$ cat src/rtl/joybus_rx.sv
// Joybus response receiver: measures low-pulse widths on the open-drain line,
// decodes MSB-first bytes, and reports end of frame, no-response and framing errors.
module joybus_rx #(
  parameter int unsigned BIT_THRESH   = 100,
  parameter int unsigned MAX_LOW      = 250,
  parameter int unsigned IDLE_TIMEOUT = 250,
  parameter int unsigned RESP_TIMEOUT = 5000
) (
  input  logic       clk,
  input  logic       rst,
  input  logic       JB_RX,
  input  logic       rx_arm,
  output logic [7:0] rx_data,
  output logic       rx_valid,
  output logic       rx_done,
  output logic       rx_busy,
  output logic [5:0] rx_byte_cnt,
  output logic       rx_err,
  output logic       rx_timeout
);

  localparam logic [12:0] THRESH_C    = 13'(BIT_THRESH);
  localparam logic [12:0] LOW_LAST    = 13'(MAX_LOW - 1);
  localparam logic [12:0] IDLE_LAST   = 13'(IDLE_TIMEOUT - 1);
  localparam logic [12:0] RESP_LAST   = 13'(RESP_TIMEOUT - 1);

  typedef enum logic [1:0] {S_IDLE, S_WAIT_START, S_LOW, S_HIGH} state_t;

  state_t      state_q, state_d;
  logic [1:0]  sync_q;
  logic        prev_q;
  logic [12:0] cnt_q, cnt_d;
  logic [2:0]  bit_cnt_q, bit_cnt_d;
  logic [7:0]  sh_q, sh_d;
  logic [7:0]  data_q, data_d;
  logic        valid_q, valid_d;
  logic        done_q, done_d;
  logic [5:0]  byte_cnt_q, byte_cnt_d;
  logic        err_q, err_d;
  logic        tmo_q, tmo_d;

  logic rx_s, fall, rise, bit_in;

  assign rx_s   = sync_q[1];
  assign fall   = prev_q & ~rx_s;
  assign rise   = ~prev_q & rx_s;
  assign bit_in = (cnt_q < THRESH_C);

  always_ff @(posedge clk) begin
    if (rst) begin
      sync_q <= '1;
      prev_q <= 1'b1;
    end else begin
      sync_q <= {sync_q[0], JB_RX};
      prev_q <= rx_s;
    end
  end

  always_ff @(posedge clk) begin
    if (rst) state_q <= S_IDLE;
    else     state_q <= state_d;
  end

  // Timeout/error compares take priority over the line edge in every state.
  always_comb begin
    state_d = state_q;
    unique case (state_q)
      S_IDLE:       if (rx_arm) state_d = S_WAIT_START;
      S_WAIT_START: if (cnt_q == RESP_LAST) state_d = S_IDLE;
                    else if (fall)         state_d = S_LOW;
      S_LOW:        if (cnt_q == LOW_LAST)  state_d = S_IDLE;
                    else if (rise)         state_d = S_HIGH;
      S_HIGH:       if (cnt_q == IDLE_LAST) state_d = S_IDLE;
                    else if (fall)         state_d = S_LOW;
      default:      state_d = S_IDLE;
    endcase
  end

  always_comb begin
    bit_cnt_d  = bit_cnt_q;
    sh_d       = sh_q;
    data_d     = data_q;
    valid_d    = 1'b0;
    done_d     = 1'b0;
    byte_cnt_d = byte_cnt_q;
    err_d      = err_q;
    tmo_d      = tmo_q;
    unique case (state_q)
      S_IDLE: if (rx_arm) begin
        err_d      = 1'b0;
        tmo_d      = 1'b0;
        byte_cnt_d = '0;
        bit_cnt_d  = '0;
      end
      S_WAIT_START: if (cnt_q == RESP_LAST) begin
        tmo_d  = 1'b1;
        done_d = 1'b1;
      end
      S_LOW: begin
        if (cnt_q == LOW_LAST) begin
          err_d  = 1'b1;
          done_d = 1'b1;
        end else if (rise) begin
          sh_d      = {sh_q[6:0], bit_in};
          bit_cnt_d = bit_cnt_q + 3'd1;
          if (bit_cnt_q == 3'd7) begin
            data_d  = {sh_q[6:0], bit_in};
            valid_d = 1'b1;
            if (byte_cnt_q != '1) byte_cnt_d = byte_cnt_q + 6'd1;
          end
        end
      end
      S_HIGH: if (cnt_q == IDLE_LAST) begin
        done_d = 1'b1;
        // bit_cnt of 1 is the device stop bit, dropped silently.
        if (bit_cnt_q > 3'd1) err_d = 1'b1;
      end
      default: ;
    endcase
    cnt_d = (state_d != state_q) ? '0 : cnt_q + 13'd1;
  end

  always_ff @(posedge clk) begin
    if (rst) begin
      cnt_q      <= '0;
      bit_cnt_q  <= '0;
      sh_q       <= '0;
      data_q     <= '0;
      valid_q    <= 1'b0;
      done_q     <= 1'b0;
      byte_cnt_q <= '0;
      err_q      <= 1'b0;
      tmo_q      <= 1'b0;
    end else begin
      cnt_q      <= cnt_d;
      bit_cnt_q  <= bit_cnt_d;
      sh_q       <= sh_d;
      data_q     <= data_d;
      valid_q    <= valid_d;
      done_q     <= done_d;
      byte_cnt_q <= byte_cnt_d;
      err_q      <= err_d;
      tmo_q      <= tmo_d;
    end
  end

  assign rx_data     = data_q;
  assign rx_valid    = valid_q;
  assign rx_done     = done_q;
  assign rx_busy     = (state_q != S_IDLE);
  assign rx_byte_cnt = byte_cnt_q;
  assign rx_err      = err_q;
  assign rx_timeout  = tmo_q;

endmodule

$ cat config.mk
export PLATFORM = sky130hd
export DESIGN_NAME = joybus_rx
export DESIGN_NICKNAME = d
export VERILOG_FILES = /design/src/rtl/joybus_rx.sv
export SDC_FILE = /design/constraint.sdc
export NUM_CORES = 1
export LEC_CHECK = 0
export CORE_ASPECT_RATIO = 1.1
export CORE_MARGIN = 10
export CORE_UTILIZATION = 39
export DETAILED_ROUTE_END_ITERATION = 6
export SYNTH_ARGS = -nofsm -noshare
export SYNTH_HDL_FRONTEND = slang
export SYNTH_SLANG_ARGS = --single-unit
export TNS_END_PERCENT = 5
$ cat constraint.sdc
create_clock -name clk -period 3.1 [get_ports clk]
set_input_delay 0.62 -clock clk [delete_from_list [all_inputs] [get_ports clk]]
set_output_delay 0.62 -clock clk [all_outputs]
set_load 0.01 [all_outputs]
==> results.md <==
* Run status: complete, no violations
* Setup Viol. Count Final at 0
* Hold_ws at 0.418 ns
* CP Capture Type: flip-flop
* Max-cap check violation count at 0
* Layout cells sized above 1 at 0.115
* Crit share post-route at 0.710
* Yosys reg bits at 46
* Initial cell density of the core at 0.402
* Mapped Nets at 240
* Slowest stage delay, CP at 0.57 ns
* Gate Count Post-Synth at 230
* Drt drc at 0
* PortBufs at 22
* Sequential-to-total area share from yosys stat at 0.458
* Setup Buffers After CTS at 0
* Asr flop ratio synth at 0
* Commonest non-fill, non-tap cell in the layout: dfxtp_1
* Area of the mapped netlist at 0.00201 mm2
* CP top delay family: simple AND/OR/NAND/NOR gates
* Synthesis-to-layout area growth at 17.2%
* Pleak at 0.761 nW
* Antenna Nets Post-Route at 0
* Tightest Pin Transition at 0.561 ns
* Max transition margin at 0.626
* Cell mode on critical path: or4_4
* Final Wtd Congestion at 0.747
* CP bufs+invs at 0
* Worst-Skew Late Latency at 0.30 ns
* Setup CP Type: reg -> reg
* CTS sink count at 46
* Most used DFF post-synth: dfxtp_1
* Largest net degree at the start of global routing at 31
* Power per Cell Area at 430 mW/mm2
* Drt first pass iters at 4
* First-pass GRT wire length at 7.07 mm
* Max-slew violations at 0
* Routed len/inst at 12.9 um
* Die footprint at 0.00843 mm2
* Top cells by area, synth: dfxtp_1 (46%), nand2_1 (6.3%), a21oi_1 (5.7%), nand3_1 (5.0%), nor2_1 (3.9%)
* Final HPWL DP at 2.87 mm
* Final wirelength at 4.00 mm
* Vias in the first global route at 1501
* Peak Freq at 0.455 GHz
* Root buffer cell: clkbuf_8
* Total Nets Final at 262
* Synth area leader: dfxtp_1
* Cells along the critical path: or4_4 > or4_4 > nand3_4 > nand4b_4 > nor2_1
* Core Box Area at 0.00500 mm2
* IO Pins at 23
* Crit path DAT at 2.43 ns
* Final hold viol count at 0
* Post-synth EDFFs at 0
* CP Max Fanout at 16
* CP required at 3.33 ns
* Worst vdd ir at 230 uV
* CTS max path bufs at 2
* Unrepaired setup endpoints after global routing: no
* Cell Rows at 27
* Antenna cells at 0
* Fin crit period at 2.20 ns
* CTS tree: built
* Crit path max-delay cell type: or4_4
* Die Width at 88.5 um
* Total grt overflow at 0
* CTS Buf Count at 5
* Worst Setup Start Kind: flip-flop
* Die Y at 95.3 um
* Via count at 1549
* Hold WC Path Type: reg -> reg
* 1st-iter DRT viols at 78
* Post-synth top area share at 0.458
* Total GRT Usage at 0.104
* Vias per inst at 4.98
* Initial antenna violation count at 0
* CTS H-tree lvls at 2
* Yosys warns at 0
* Clock transition at path regs at 0.08 ns
* Setup TNS at 0 ns
* Hold buffer count at CTS at 0
* Synth unique cells at 38
* Resize count post-CTS at 0
* Avg Cell Area, Syn at 8.75 um2
* Most frequent cells in the layout: dfxtp_1 (46), nand2_1 (34), a21oi_1 (23)
* Clk_skew at 0.00677 ns
## cell type report
type	instances	area (um2)
clock buffers	5	68.8
clock inverters	3	21.3
fillers	511	2640
inverters	5	18.8
multi-input cells	170	1020
flip-flops and latches	46	921
well taps	58	72.6
repair buffers	24	235
## synth_stat cells, drive strengths merged, types with 2 or more instances
library cell,count
a21oi,23
and3,2
buf,6
clkbuf,3
dfxtp,46
ha,6
inv,5
nand2,34
nand3,21
nand4,2
nand4b,3
nor2,31
nor2b,3
nor3,3
nor4,5
o21ai,2
o311ai,2
o31ai,2
or2,4
or3,2
or4,4
xnor2,8
xor2,6
## sequential cells by signal, indices dropped and copies added (netlist names), 2 cells and up
register	count
rx_byte_cnt	6
sync_q	2
state_q	2
rx_data	8
cnt_q	13
bit_cnt_q	3
sh_q	7
## stage by stage
stage	instances	setup WS [ns]	cell area [um2]	power, W	utilization
global route	311	0.742	2360	0.00106	0.471
detailed placement	303	0.896	2270	0.000662	0.453
global placement	303	0.933	2270	0.000662	0.453
floorplan	230	1.15	2010	0.000648	-
CTS	311	0.877	2360	0.00103	0.471
finish	311	0.900	2360	0.00101	0.471
## layer usage
metal  routed length (um)  up-vias  global-route usage
li1                     -      833                   -
met1                 2000      689               0.131
met2                 1800       23               0.163
met3                  171        4              0.0316
met4                   33        0              0.0364
met5                    0        -                   0
## final timing paths
check / start / to / slack, ns / cells past startpoint
worst min-delay path: sync_q[0] / sync_q[1] / 0.42 / 1
worst max register to register: cnt_q[10] / cnt_q[4] / 0.90 / 5
worst max-delay path: cnt_q[10] / cnt_q[4] / 0.90 / 5
worst min register to register: sync_q[0] / sync_q[1] / 0.42 / 1
## worst register-to-register path, cell delays in order, from the launching register on
cell	delay [ns]
dfxtp_1	0.34
or4_4	0.57
or4_4	0.55
nand3_4	0.19
nand4b_4	0.31
nor2_1	0.18
## power breakdown
part | internal, W | leakage (nW) | switching [W]
registers | 0.000596 | 0.372 | 0.00000646
clock network | 0.000159 | 0.0441 | 0.000207
logic | 0.0000179 | 0.345 | 0.0000268
total | 0.000773 | 0.761 | 0.000240
## kinds of logic after synthesis
kind of cell	Yosys count	share of synthesized area
flip-flops	46	0.458
AND/OR/NAND/NOR	118	0.319
AO/OA/AOI/OAI	32	0.0896
buffers and inverters	14	0.0354
adder cells (fa/ha/maj)	6	0.0373
XOR/XNOR	14	0.0609
Power figures use the tool's default switching activity.
